**src/rtl/mesa_lb_master.sv**
```systemverilog
// MesaBus local-bus initiator: serializes single-word read/write requests into
// byte packets and parses the read-response packet. Optional macro: MESA_LB_MASTER_TIMEOUT_EN.
module mesa_lb_master #(
  parameter logic [7:0]  slot        = 8'h00,
  parameter logic [3:0]  subslot     = 4'h0,
  parameter logic [15:0] timeout_cyc = 16'd50000
) (
  input  logic        clk,
  input  logic        reset,
  input  logic        lb_wr,
  input  logic        lb_rd,
  input  logic [31:0] lb_addr,
  input  logic [31:0] lb_wr_d,
  output logic        lb_busy,
  output logic [31:0] lb_rd_d,
  output logic        lb_rd_rdy,
  output logic        lb_err,
  output logic [7:0]  tx_byte_d,
  output logic        tx_byte_en,
  input  logic        tx_busy,
  input  logic [7:0]  rx_byte_d,
  input  logic        rx_byte_en
);

  localparam int unsigned BYTE_W = 8;
  localparam int unsigned WORD_W = 32;
  localparam int unsigned IDX_W  = 4;
  localparam int unsigned RXI_W  = 2;
  localparam int unsigned SH_W   = 24;

  typedef enum logic [1:0] {ST_IDLE, ST_TX, ST_RXH, ST_RXD} state_t;

  state_t              state_q, state_nxt;
  logic [WORD_W-1:0]   addr_q, addr_nxt;
  logic [WORD_W-1:0]   wdat_q, wdat_nxt;
  logic                is_rd_q, is_rd_nxt;
  logic [IDX_W-1:0]    tx_idx_q, tx_idx_nxt;
  logic [RXI_W-1:0]    rx_idx_q, rx_idx_nxt;
  logic [SH_W-1:0]     rx_sh_q, rx_sh_nxt;
  logic                lb_busy_nxt, lb_rd_rdy_nxt, lb_err_nxt, tx_byte_en_nxt;
  logic [WORD_W-1:0]   lb_rd_d_nxt;
  logic [BYTE_W-1:0]   tx_byte_d_nxt;
  logic [BYTE_W-1:0]   tx_byte_c;
  logic [BYTE_W-1:0]   hdr_byte_c;
  logic [IDX_W-1:0]    n_bytes_c;

`ifdef MESA_LB_MASTER_TIMEOUT_EN
  logic [15:0]         to_cnt_q, to_cnt_nxt;
  logic                to_hit_c;
  // Counter starts the cycle after the last strobe and lb_err is registered,
  // so firing two counts early lands the pulse timeout_cyc cycles after it.
  assign to_hit_c = (to_cnt_q == 16'(timeout_cyc - 16'd2));
`else
  logic                unused_timeout;
  assign unused_timeout = ^timeout_cyc;
`endif

  // Outgoing packet byte selected by the current index
  always_comb begin
    tx_byte_c = 8'h00;
    n_bytes_c = is_rd_q ? 4'd8 : 4'd12;
    case (tx_idx_q)
      4'd0:    tx_byte_c = 8'hF0;
      4'd1:    tx_byte_c = slot;
      4'd2:    tx_byte_c = {subslot, 3'b000, is_rd_q};
      4'd3:    tx_byte_c = is_rd_q ? 8'h04 : 8'h08;
      4'd4:    tx_byte_c = addr_q[31:24];
      4'd5:    tx_byte_c = addr_q[23:16];
      4'd6:    tx_byte_c = addr_q[15:8];
      4'd7:    tx_byte_c = addr_q[7:0];
      4'd8:    tx_byte_c = wdat_q[31:24];
      4'd9:    tx_byte_c = wdat_q[23:16];
      4'd10:   tx_byte_c = wdat_q[15:8];
      4'd11:   tx_byte_c = wdat_q[7:0];
      default: tx_byte_c = 8'h00;
    endcase
    case (rx_idx_q)
      2'd0:    hdr_byte_c = 8'hF0;
      2'd1:    hdr_byte_c = 8'hFE;
      2'd2:    hdr_byte_c = 8'h00;
      default: hdr_byte_c = 8'h04;
    endcase
  end

  // Next-state and registered-output logic
  always_comb begin
    state_nxt      = state_q;
    addr_nxt       = addr_q;
    wdat_nxt       = wdat_q;
    is_rd_nxt      = is_rd_q;
    tx_idx_nxt     = tx_idx_q;
    rx_idx_nxt     = rx_idx_q;
    rx_sh_nxt      = rx_sh_q;
    tx_byte_en_nxt = 1'b0;
    tx_byte_d_nxt  = tx_byte_d;
    lb_rd_rdy_nxt  = 1'b0;
    lb_err_nxt     = 1'b0;
    lb_rd_d_nxt    = lb_rd_d;
`ifdef MESA_LB_MASTER_TIMEOUT_EN
    to_cnt_nxt     = to_cnt_q + 16'd1;
`endif

    case (state_q)
      ST_IDLE: begin
        if (lb_wr || lb_rd) begin
          addr_nxt   = lb_addr;
          wdat_nxt   = lb_wr_d;
          is_rd_nxt  = !lb_wr;
          tx_idx_nxt = 4'd0;
          state_nxt  = ST_TX;
        end
      end
      ST_TX: begin
`ifdef MESA_LB_MASTER_TIMEOUT_EN
        to_cnt_nxt = 16'd0;
`endif
        if (tx_idx_q == n_bytes_c) begin
          rx_idx_nxt = 2'd0;
          state_nxt  = is_rd_q ? ST_RXH : ST_IDLE;
        end else if (!tx_busy && !tx_byte_en) begin
          tx_byte_en_nxt = 1'b1;
          tx_byte_d_nxt  = tx_byte_c;
          tx_idx_nxt     = tx_idx_q + 4'd1;
        end
      end
      ST_RXH: begin
        if (rx_byte_en) begin
`ifdef MESA_LB_MASTER_TIMEOUT_EN
          to_cnt_nxt = 16'd0;
`endif
          if (rx_idx_q == 2'd0) begin
            // Anything before the sync byte is skipped
            if (rx_byte_d == 8'hF0) rx_idx_nxt = 2'd1;
          end else if (rx_byte_d == hdr_byte_c) begin
            rx_idx_nxt = rx_idx_q + 2'd1;
            if (rx_idx_q == 2'd3) state_nxt = ST_RXD;
          end else begin
            lb_err_nxt = 1'b1;
            state_nxt  = ST_IDLE;
          end
        end
      end
      ST_RXD: begin
        if (rx_byte_en) begin
`ifdef MESA_LB_MASTER_TIMEOUT_EN
          to_cnt_nxt = 16'd0;
`endif
          rx_sh_nxt  = {rx_sh_q[15:0], rx_byte_d};
          rx_idx_nxt = rx_idx_q + 2'd1;
          if (rx_idx_q == 2'd3) begin
            lb_rd_d_nxt   = {rx_sh_q, rx_byte_d};
            lb_rd_rdy_nxt = 1'b1;
            state_nxt     = ST_IDLE;
          end
        end
      end
      default: state_nxt = ST_IDLE;
    endcase

`ifdef MESA_LB_MASTER_TIMEOUT_EN
    if ((state_q == ST_RXH || state_q == ST_RXD) && !rx_byte_en && to_hit_c) begin
      lb_err_nxt = 1'b1;
      state_nxt  = ST_IDLE;
    end
`endif

    lb_busy_nxt = (state_nxt != ST_IDLE);
  end

  always_ff @(posedge clk) begin
    if (reset) begin
      state_q    <= ST_IDLE;
      addr_q     <= '0;
      wdat_q     <= '0;
      is_rd_q    <= 1'b0;
      tx_idx_q   <= '0;
      rx_idx_q   <= '0;
      rx_sh_q    <= '0;
      lb_busy    <= 1'b0;
      lb_rd_rdy  <= 1'b0;
      lb_err     <= 1'b0;
      lb_rd_d    <= '0;
      tx_byte_en <= 1'b0;
      tx_byte_d  <= '0;
`ifdef MESA_LB_MASTER_TIMEOUT_EN
      to_cnt_q   <= '0;
`endif
    end else begin
      state_q    <= state_nxt;
      addr_q     <= addr_nxt;
      wdat_q     <= wdat_nxt;
      is_rd_q    <= is_rd_nxt;
      tx_idx_q   <= tx_idx_nxt;
      rx_idx_q   <= rx_idx_nxt;
      rx_sh_q    <= rx_sh_nxt;
      lb_busy    <= lb_busy_nxt;
      lb_rd_rdy  <= lb_rd_rdy_nxt;
      lb_err     <= lb_err_nxt;
      lb_rd_d    <= lb_rd_d_nxt;
      tx_byte_en <= tx_byte_en_nxt;
      tx_byte_d  <= tx_byte_d_nxt;
`ifdef MESA_LB_MASTER_TIMEOUT_EN
      to_cnt_q   <= to_cnt_nxt;
`endif
    end
  end

endmodule

```
**config.mk**
```make
export PLATFORM = sky130hd
export DESIGN_NAME = mesa_lb_master
export DESIGN_NICKNAME = d
export VERILOG_FILES = /design/src/rtl/mesa_lb_master.sv
export SDC_FILE = /design/constraint.sdc
export NUM_CORES = 1
export LEC_CHECK = 0
export ABC_AREA = 1
export CORE_MARGIN = 2
export CORE_UTILIZATION = 40
export DETAILED_ROUTE_END_ITERATION = 8
export GPL_ROUTABILITY_DRIVEN = 0
export PLACE_DENSITY = 0.77
export SKIP_CTS_REPAIR_TIMING = 1
export SYNTH_ARGS = -nofsm -noshare
export SYNTH_HDL_FRONTEND = slang
export SYNTH_SLANG_ARGS = --single-unit
```
**constraint.sdc**
```tcl
create_clock -name clk -period 1.5 [get_ports clk]
set_input_delay 0.225 -clock clk [delete_from_list [all_inputs] [get_ports clk]]
set_output_delay 0.225 -clock clk [all_outputs]
set_load 0.01 [all_outputs]
```
==> impl_results.md <==
- Req. time, crit path: roughly 1.8 ns
- WS Path Type: reg -> reg
- MaxCap Viol Count: 0
- Type of element capturing the critical path: flop
- Run status: complete, but fails checks
- Core Util, Final: between 60% and 70%
- Pin count of the biggest net entering global routing: 89
- P per Cell Area: 1084 nW/µm²
- HPWL after detailed placement: between 10,000 and 15,000 µm
- Port bufs: between 100 and 150
- Reported leakage power: 0.004071 µW
- Setup repair after global routing missed its margin: true
- Startpoint types: flop
- Final-report setup violation count: 9
- Overall die height: about 120 µm
- Vias after detailed routing: between 5,000 and 6,000
- Ordered list of cells on the worst path: inv_2 -> ha_4 -> inv_2 -> or2_1 -> nand3_2 -> nor2_2 -> nand2_1 -> nand2_1 -> nand2_1 -> nand2_1 -> nand2_1 -> nand2_1 -> nand2_2 -> nand2_1
- Area of the mapped netlist: roughly 5700 µm²
- F_max: around 640 MHz
- Vias in the first global route: 5,232
- Post-Synthesis Cells: around 750
- Antenna violations before repair: 0
- Initial DRC count: between 300 and 400
- Pins Over Slew Limit: 0
- Width of the die: ~120 µm
- Core region area: 13,880 µm²
- Sum of internal, switching and leakage power: between 9000 and 10,000 µW
- Fin crit share: 104.3%
- Number of nets produced by synthesis: 840
- Antenna violation net count after detailed routing: 0
- GRT Overall Usage: a little over a fifth
- Minimum setup slack after placement: -0.1761 ns
- Worst IR Drop VDD: just over 0.8 mV
- Total negative setup slack: -0.3239 ns
- Worst-path fanout max: 5
- Clock buffer depth: 2
- DRC viols: 0
- Worst max-slew margin expressed relative to the limit: 60.84%
- Synthesis-stage register bit count: about 140
- Diode count: 0
- Fin Clk Skew: around 0.0081 ns
- Final count of hold timing violations: 0
- DR WL/cell: around 15 µm
- Netlist cell types: 26
- Final critical-path setup slack: -0.06440 ns
- CTS sink cnt: 141
- Overall die area: ~15,000 µm²
- Cell count of the worst reg-to-reg path: 14
- Cells on Worst Hold Path: 5
- Mean number of vias per cell: just over 5
- First-pass detailed-route iteration total: 6
- Global route overflow: 0
- Clock tree from TritonCTS: done
- Yosys warnings: 0
- Post-synthesis area per instance: 7.547 µm²
- Min Clock Period, post-route: between 1.5 and 2 ns
- Violations in the final reports: setup timing
- Initial standard-cell utilization of the core: 40.83%
- CTS H-Tree Depth: 4
- Number of top-level design ports: 122
- Slowest library cell on the worst path: dfxtp_2
- Number of rows in the core area: 43
- Cts bufs inserted: 17
- Non-filler instance count after layout: ~1,100
- Ratio of cells with drive above 1 in the final layout: ~16%
- Final net count: around 1,000
- Seq/Total Area, Yosys: about half
- Placed insts: between 1,000 and 1,500
- Area Growth Syn to Fin: 49.82%
- HP Class: in -> reg
- Clock slew seen by the registers of the worst setup and hold paths: 0.05 ns
- Tightest Pin Transition: 0.5874 ns
- Global-route wire length before repair: approximately 25,000 µm
- Total Wirelength: 16,850 µm
- Data arrival at the endpoint of the critical path: approximately 1.9 ns
- Root Buffer Master: clkbuf_16
- Largest stage delay on the critical path: around 0.32 ns
- Clock network latency to the later pin of the worst-skew pair: approximately 0.42 ns
- Most common cell type on the critical path: nand2_1
## where the power goes
part	total, µW	internal [µW]	switching, µW	leakage (µW)
registers	4010	3940	64.3	0.00116
clock network	4220	2690	1530	0.000294
logic	980	462	518	0.00262
## synth_stat cells
cell type  instances  area, µm²
dfxtp_1          141       2823
nand2_1          133      499.2
a21oi_1          127      635.6
o21ai_0           92      460.4
inv_1             90      337.8
nor2_1            47      176.4
o22ai_1           29      181.4
clkbuf_1          22      82.58
nand3_1           17      85.08
buf_2             16      80.08
ha_1              11      137.6
nor3_1             5      25.02
inv_2              4      15.01
nand4_1            2      12.51
nor2_2             2      12.51
o2111ai_1          2      17.52
o31ai_1            2      15.01
a211oi_1           1      7.510
a21oi_2            1      8.760
clkbuf_2           1      5.000
nor3b_1            1      7.510
o211ai_2           1      12.51
or2_0              1      6.260
or2_2              1      6.260
xnor2_1            1      8.760
xor2_1             1      8.760
## metal layers
layer  track usage, %  vias to the layer above  routed length, µm
li1                 -                     2798                  -
met1            24.96                     2595               6800
met2            35.53                      213               8379
met3            6.273                       36               1258
met4            9.020                        0                415
met5                0                        -                  0
## kinds of logic (layout without fill, tap and decap cells)
kind of cell | Yosys count | after routing | synth area share (%)
adder cells (fa/ha/maj) | 11 | 11 | 2.428
XOR/XNOR | 2 | 2 | 0.3091
AO/OA/AOI/OAI | 255 | 255 | 23.62
AND/OR/NAND/NOR | 209 | 209 | 14.66
buffers and inverters | 133 | 303 | 9.183
flip-flops | 141 | 141 | 49.80
## layout by cell type (no fill, tap or decap), types with 4 or more instances in the layout
master | Yosys | layout
inv_2 | 4 | 9
a21oi_1 | 127 | 122
buf_4 | 0 | 44
buf_12 | 0 | 7
dfxtp_1 | 141 | 135
a21oi_2 | 1 | 5
nand2_2 | 0 | 6
nand3_1 | 17 | 16
buf_6 | 0 | 4
o21ai_0 | 92 | 88
nor2_2 | 2 | 4
inv_1 | 90 | 81
ha_2 | 0 | 4
clkbuf_8 | 0 | 6
dlymetal6s2s_1 | 0 | 44
o21ai_1 | 0 | 4
nand2_1 | 133 | 122
clkbuf_16 | 0 | 20
nor2_1 | 47 | 43
o22ai_1 | 29 | 27
clkdlybuf4s50_1 | 0 | 76
nand2_4 | 0 | 5
ha_4 | 0 | 7
nor3_1 | 5 | 5
## worst paths after layout
kind                            startpoint                       end  slack (ns)
hold reg to reg   rx_sh_q[21]$_SDFFE_PP0P_  rx_sh_q[21]$_SDFFE_PP0P_        0.45
setup / recovery  rx_idx_q[1]$_SDFFE_PP0P_        lb_busy$_SDFF_PP0_       -0.06
hold / removal                       reset    wdat_q[3]$_SDFFE_PP0P_        0.33
setup reg to reg  rx_idx_q[1]$_SDFFE_PP0P_        lb_busy$_SDFF_PP0_       -0.06
## registers in the layout, indices dropped and copies added (netlist names), 2 cells and up
register	cells
state_q	2
lb_rd_d	32
rx_idx_q	2
tx_idx_q	4
wdat_q	32
rx_sh_q	24
addr_q	32
tx_byte_d	8
## area by class of cell
class | count | area (µm²)
Fill cell | 1210 | 5389
Tap cell | 180 | 225.2
Multi-Input combinational cell | 477 | 2560
Sequential cell | 141 | 2838
Clock buffer | 24 | 511.7
Timing Repair Buffer | 179 | 1907
Inverter | 94 | 367.9
Clock inverter | 6 | 82.58
## critical path: cells and delay by family (launching register included)
kind          cells  cell delay, ns
flops             1            0.32
simple gates     11            0.83
buf+inv           2            0.13
fa+ha+maj         1            0.18
## metrics by stage
stage	hold slack [ns]	instance area (µm²)
finish	0.3257	8492
global route	0.3741	8492
CTS	0.3217	8028
detailed placement	0.4396	7433
global placement	0.4398	7433
floorplan	0.3290	5705
Power figures use the tool's default switching activity.
==> RTL change 1 (config.mk and constraints unchanged) <==
Add a define of `MESA_LB_MASTER_TIMEOUT_EN`.
--- a/src/rtl/mesa_lb_master.sv
+++ b/src/rtl/mesa_lb_master.sv
@@ -1,5 +1,7 @@
 // MesaBus local-bus initiator: serializes single-word read/write requests into
 // byte packets and parses the read-response packet. Optional macro: MESA_LB_MASTER_TIMEOUT_EN.
+`define MESA_LB_MASTER_TIMEOUT_EN
+
 module mesa_lb_master #(
   parameter logic [7:0]  slot        = 8'h00,
   parameter logic [3:0]  subslot     = 4'h0,
Formal check against the unedited RTL: no difference found for any inputs over 10 cycles, from zero or initial values and one cycle with reset high; that may be too few to reach the edited logic, so the function may still have changed.
==> RTL change 1 against the original RTL <==
The run still ends with negative setup slack left. Worst setup slack got worse by 0.039 ns. Routed wire length rose by 12%. Design area rose by 12%. Largest power group unchanged. Area after synthesis rose by 14%. Combinational power rose by 7%. Critical path type unchanged. Non-clock buffer count rose by 22. Total power rose by 9.4%. Sequential cell count rose by 16.
==> RTL change 1: results (changes against the original RTL) <==
* Pre-CTS WS at -0.279 ns (-0.103 ns)
* Top Registers: addr_q x32, lb_rd_d x32, wdat_q x32
* Final setup fails at 18 (+9)
* Setup WS post-layout at -0.103 ns (-0.0389 ns)
* Seq/Total Area, Yosys at 48.6% (-1.2 points)
* Arr. time, crit path at 1.91 ns (+0.04 ns)
* Synth Area per Inst at 7.39 um2 (-2.1%)
* Root Buffer: clkbuf_16
* Post-DP HPWL at 12,700 um (+20%)
* Layout Cells excl Fill at 1,280 (+16%)
* Cell count after placement at 1,237 (+16%)
* Net Count, Synth at 967 (+15%)
* DR vias at 6,480 (+15%)
* Maximum VDD drop at 0.000805 V (-2.8%)
* Starting DRT DRC Count at 550 (+50%)
* Combined global-route utilization of all metal layers at 21.0% (-0.082 points)
* Num CTS Buffers at 17 (unchanged)
* Ant diodes at 0 (unchanged)
* Clock Latency Late Sink at 0.43 ns
* Post-synthesis cell type count at 39 (+50%)
* H-tree Lvls at 4 (unchanged)
* Vias in the first global route at 6,047 (+16%)
* CTS max path bufs at 2 (unchanged)
* Worst hold path type: input port to flip-flop
* Fraction of layout instances using a drive strength above 1 at 18.9% (+2.8 points)
* Drt first pass iters at 5 (-1)
* Failing checks: negative setup slack
* Synth async-reset ratio at 0% (unchanged)
* Clock skew at 0.00977 ns (+0.00167 ns)
* Outcome: finished with violations
* Initial antenna violation count at 0 (unchanged)
* Total Wirelength at 18,900 um (+12%)
* Pin count of the biggest net entering global routing at 52 (-42%)
* Post-synth top cells: nor2_1 (180), dfxtp_1 (157), nand2_1 (119)
* FILL cells at 1,345 (+11%)
* Ys Warns at 0 (unchanged)
* Static Leak at 4.66 nW (+15%)
* Fin nets at 1,144 (+15%)
* Worst-Margin Slew at 0.416 ns (-0.172 ns)
* Max FO, Critical Path at 4 (-1)
* First-pass GRT wire length at 29,400 um (+19%)
* Port buffer count at 121 (unchanged)
* Synth top area cells: dfxtp_1 (49%), nor2_1 (10%), o21ai_0 (8.4%)
* Worst-path clk slew at 0.06 ns
RTL change 1: final cells by class:
cell class	instances	area (um2)	share of cell area (%)
multi-input cells	608	3200	33.5
flip-flops and latches	157	3160	33.1
repair buffers	201	2040	21.4
clock buffers	21	450	4.72
well taps	216	270	2.83
inverters	67	256	2.69
clock inverters	10	164	1.72
RTL change 1: cell families (layout without fill, tap and decap cells):
family	Yosys count	in the layout	share of synthesized area, %
AND/OR/NAND/NOR	372	372	24.0
AO/OA/AOI/OAI	221	221	17.9
flip-flops	157	157	48.6
buffers and inverters	110	299	6.72
adder cells (fa/ha/maj)	14	14	2.71
XOR/XNOR	1	1	0.135
RTL change 1: metal layers:
metal,global-route usage (%),up-vias,part of all wire [%]
li1,-,3221,-
met1,27.8,3014,44
met2,33.5,211,49
met3,5.29,34,5.7
met4,7.19,0,2.1
met5,0,-,0
RTL change 1: power breakdown:
part / leakage [nW] / switching, mW / internal, mW
Combinational: 3.08 / 0.547 / 0.503
Sequential: 1.29 / 0.116 / 4.38
Clock: 0.297 / 1.70 / 2.82
Total: 4.66 / 2.36 / 7.71
RTL change 1: path summary, 6_finish.rpt:
path,start,endpoint,slack [ns],cells past startpoint
worst max-delay path,tx_idx_q[2],tx_byte_d[3],-0.10,10
worst max register to register,tx_idx_q[2],tx_byte_d[3],-0.10,10
worst min-delay path,lb_wr_d[24],wdat_q[24],0.39,3
worst min register to register,addr_q[29],addr_q[29],0.45,2
RTL change 1: critical path, cell delays in order (launching register included):
cell and delay, ns:
dfxtp_2 0.36, inv_2 0.07, buf_4 0.14, ha_4 0.16, nand2_1 0.07, or2_2 0.12, nand3_1 0.07, nor3_2 0.25
nand4_1 0.11, nand2_1 0.07, a21oi_1 0.06
RTL change 1: metrics by stage:
stage	utilization (%)	setup TNS, ns	area [um2]
2_1_floorplan	-	-0.0123	6470
3_3_place_gp	52.8	-14.82	8360
3_5_place_dp	52.8	-19.85	8360
4_1_cts	56.7	-6.58	8980
5_1_grt	60.3	-3.60	9550
6_report	60.3	-1.10	9550
==> RTL change 2 (config.mk and constraints unchanged) <==
Without the edit above. Make the reset (`reset`) asynchronous in one clocked block.
--- a/src/rtl/mesa_lb_master.sv
+++ b/src/rtl/mesa_lb_master.sv
@@ -167,7 +167,7 @@
     lb_busy_nxt = (state_nxt != ST_IDLE);
   end
 
-  always_ff @(posedge clk) begin
+  always_ff @(posedge clk or posedge reset) begin
     if (reset) begin
       state_q    <= ST_IDLE;
       addr_q     <= '0;
Behaviour: differs if reset is asserted again (counterexample within 4 cycles, from zero or initial values and one cycle with reset high); with reset held inactive, the same outputs for 10 cycles.
==> RTL change 2 against the original RTL <==
The run still ends with negative setup slack left. Synthesized cell count is 5.7% lower. Design area grew 11%. Routed wire length up 3.5%. Utilization grew 3.2 points. Global-route usage decreased by 1.3 points. Sequential share of layout area increased by 4.0 points. Sequential cell count stayed put. Area after synthesis rose by 6.9%. Worst setup slack worse by 0.17 ns.
Power is not compared: it rests on default switching activity, and its combinational part moved more than twofold at a synthesized area within 25%.
==> RTL change 2: results (changes against the original RTL) <==
* Setup WS post-layout at -0.237 ns (-0.172 ns)
* Setup crit end: lb_busy
* Reg-to-Reg Start: rx_idx_q[0]
* FILL cells at 1,134 (-6.3%)
* Register-to-Register Path Depth at 7 (-7)
* DR WL met3 at 1140 um (-9.6%)
* Synth Area per Inst at 8.56 um2 (+13%)
* Final instance area at 9430 um2 (+11%)
* Worst-Margin Slew at 0.547 ns (-0.0405 ns)
* Pin count of the biggest net entering global routing at 56 (-37%)
* DR vias at 5,507 (-2.4%)
* Number of flops mapped to enable cells by yosys at 0 (unchanged)
* Synth top area cells: dfrtp_1 (58%), nand2_1 (19%), o21ai_0 (3.9%)
* Failing checks: negative setup slack
* Setup tns final at -3.66 ns (-3.33 ns)
* Vias in the first global route at 5,286 (+1.0%)
* Arr. time, crit path at 2.08 ns (+0.21 ns)
* Worst path max stage delay at 0.41 ns (+0.09 ns)
* Max stage delay cell, worst path: dfrtp_1
* Synth async-reset ratio at 100% (+100 points)
* Worst hold path type: input port to async pin
* Ys flop type: dfrtp_1
* M1 GR Usage at 24.9% (-0.060 points)
* Max FO, Critical Path at 3 (-2)
* DRT met1 WL at 7060 um (+3.8%)
* Cell count after placement at 1,046 (-1.5%)
* Clock skew at 0.0163 ns (+0.00821 ns)
* Drt first pass iters at 5 (-1)
* Total Wirelength at 17,400 um (+3.5%)
* Pre-CTS WS at -0.328 ns (-0.152 ns)
* Starting DRT DRC Count at 505 (+38%)
* Fin nets at 977 (-2.2%)
* Met3 Use GR at 5.23% (-1.0 points)
* Met2 Use GR at 32.5% (-3.0 points)
* Dpl cell area at 8050 um2 (+8.2%)
* Launch point of the worst path: rx_idx_q[0]
* Clock Latency Late Sink at 0.42 ns (about the same)
* Fraction of layout instances using a drive strength above 1 at 24.3% (+8.3 points)
* Seq/Total Area, Yosys at 58.2% (+8.4 points)
* Final setup fails at 46 (+37)
* Synth Area in XOR/XNOR at 0.145% (-0.16 points)
* First-pass GRT wire length at 24,900 um (+0.47%)
* Combined global-route utilization of all metal layers at 19.8% (-1.3 points)
* Top delay family on crit path: compound AO/OA/AOI/OAI gates
* Clock Power Share at 24.6%
* Synth Area in Adders at 1.65% (-0.78 points)
* DR vias/cell at 5.06 (-1.2%)
* Post-DP HPWL at 11,300 um (+6.8%)
* Final hold slack at 0.226 ns (-0.100 ns)
* Post-synth top cells: nand2_1 (310), dfrtp_1 (141), o21ai_0 (47)
* Net Count, Synth at 794 (-5.5%)
* Outcome: finished with violations
* Met2 WL at 8740 um (+4.3%)
[RTL change 2: cell types whose count changed after synthesis, moves of 6 or more]
cell | before | now
nand2_1 | 133 | 310
dfxtp_1 | 141 | 0
nor2_1 | 47 | 35
nand4_1 | 2 | 9
o21ai_1 | 0 | 6
o21ai_0 | 92 | 47
inv_1 | 90 | 43
a21oi_1 | 127 | 29
clkbuf_1 | 22 | 7
o22ai_1 | 29 | 1
dfrtp_1 | 0 | 141
mux2_2 | 0 | 13
[RTL change 2: cell type report]
class,instances,share of cell area (%)
sequential,141,37.4
multi-input combinational,494,28.7
timing repair buffer,186,22.5
clock buffer,21,4.99
tap,184,2.44
inverter,50,2.31
clock inverter,11,1.49
timing repair inverter,1,0.0796
[RTL change 2: cell families after synthesis]
| logic type | after synthesis |
|---|---|
| compound gates | 87 |
| xor+xnor | 1 |
| fa+ha+maj | 8 |
| buf+inv | 73 |
| flops | 141 |
| mux | 13 |
| simple gates | 385 |
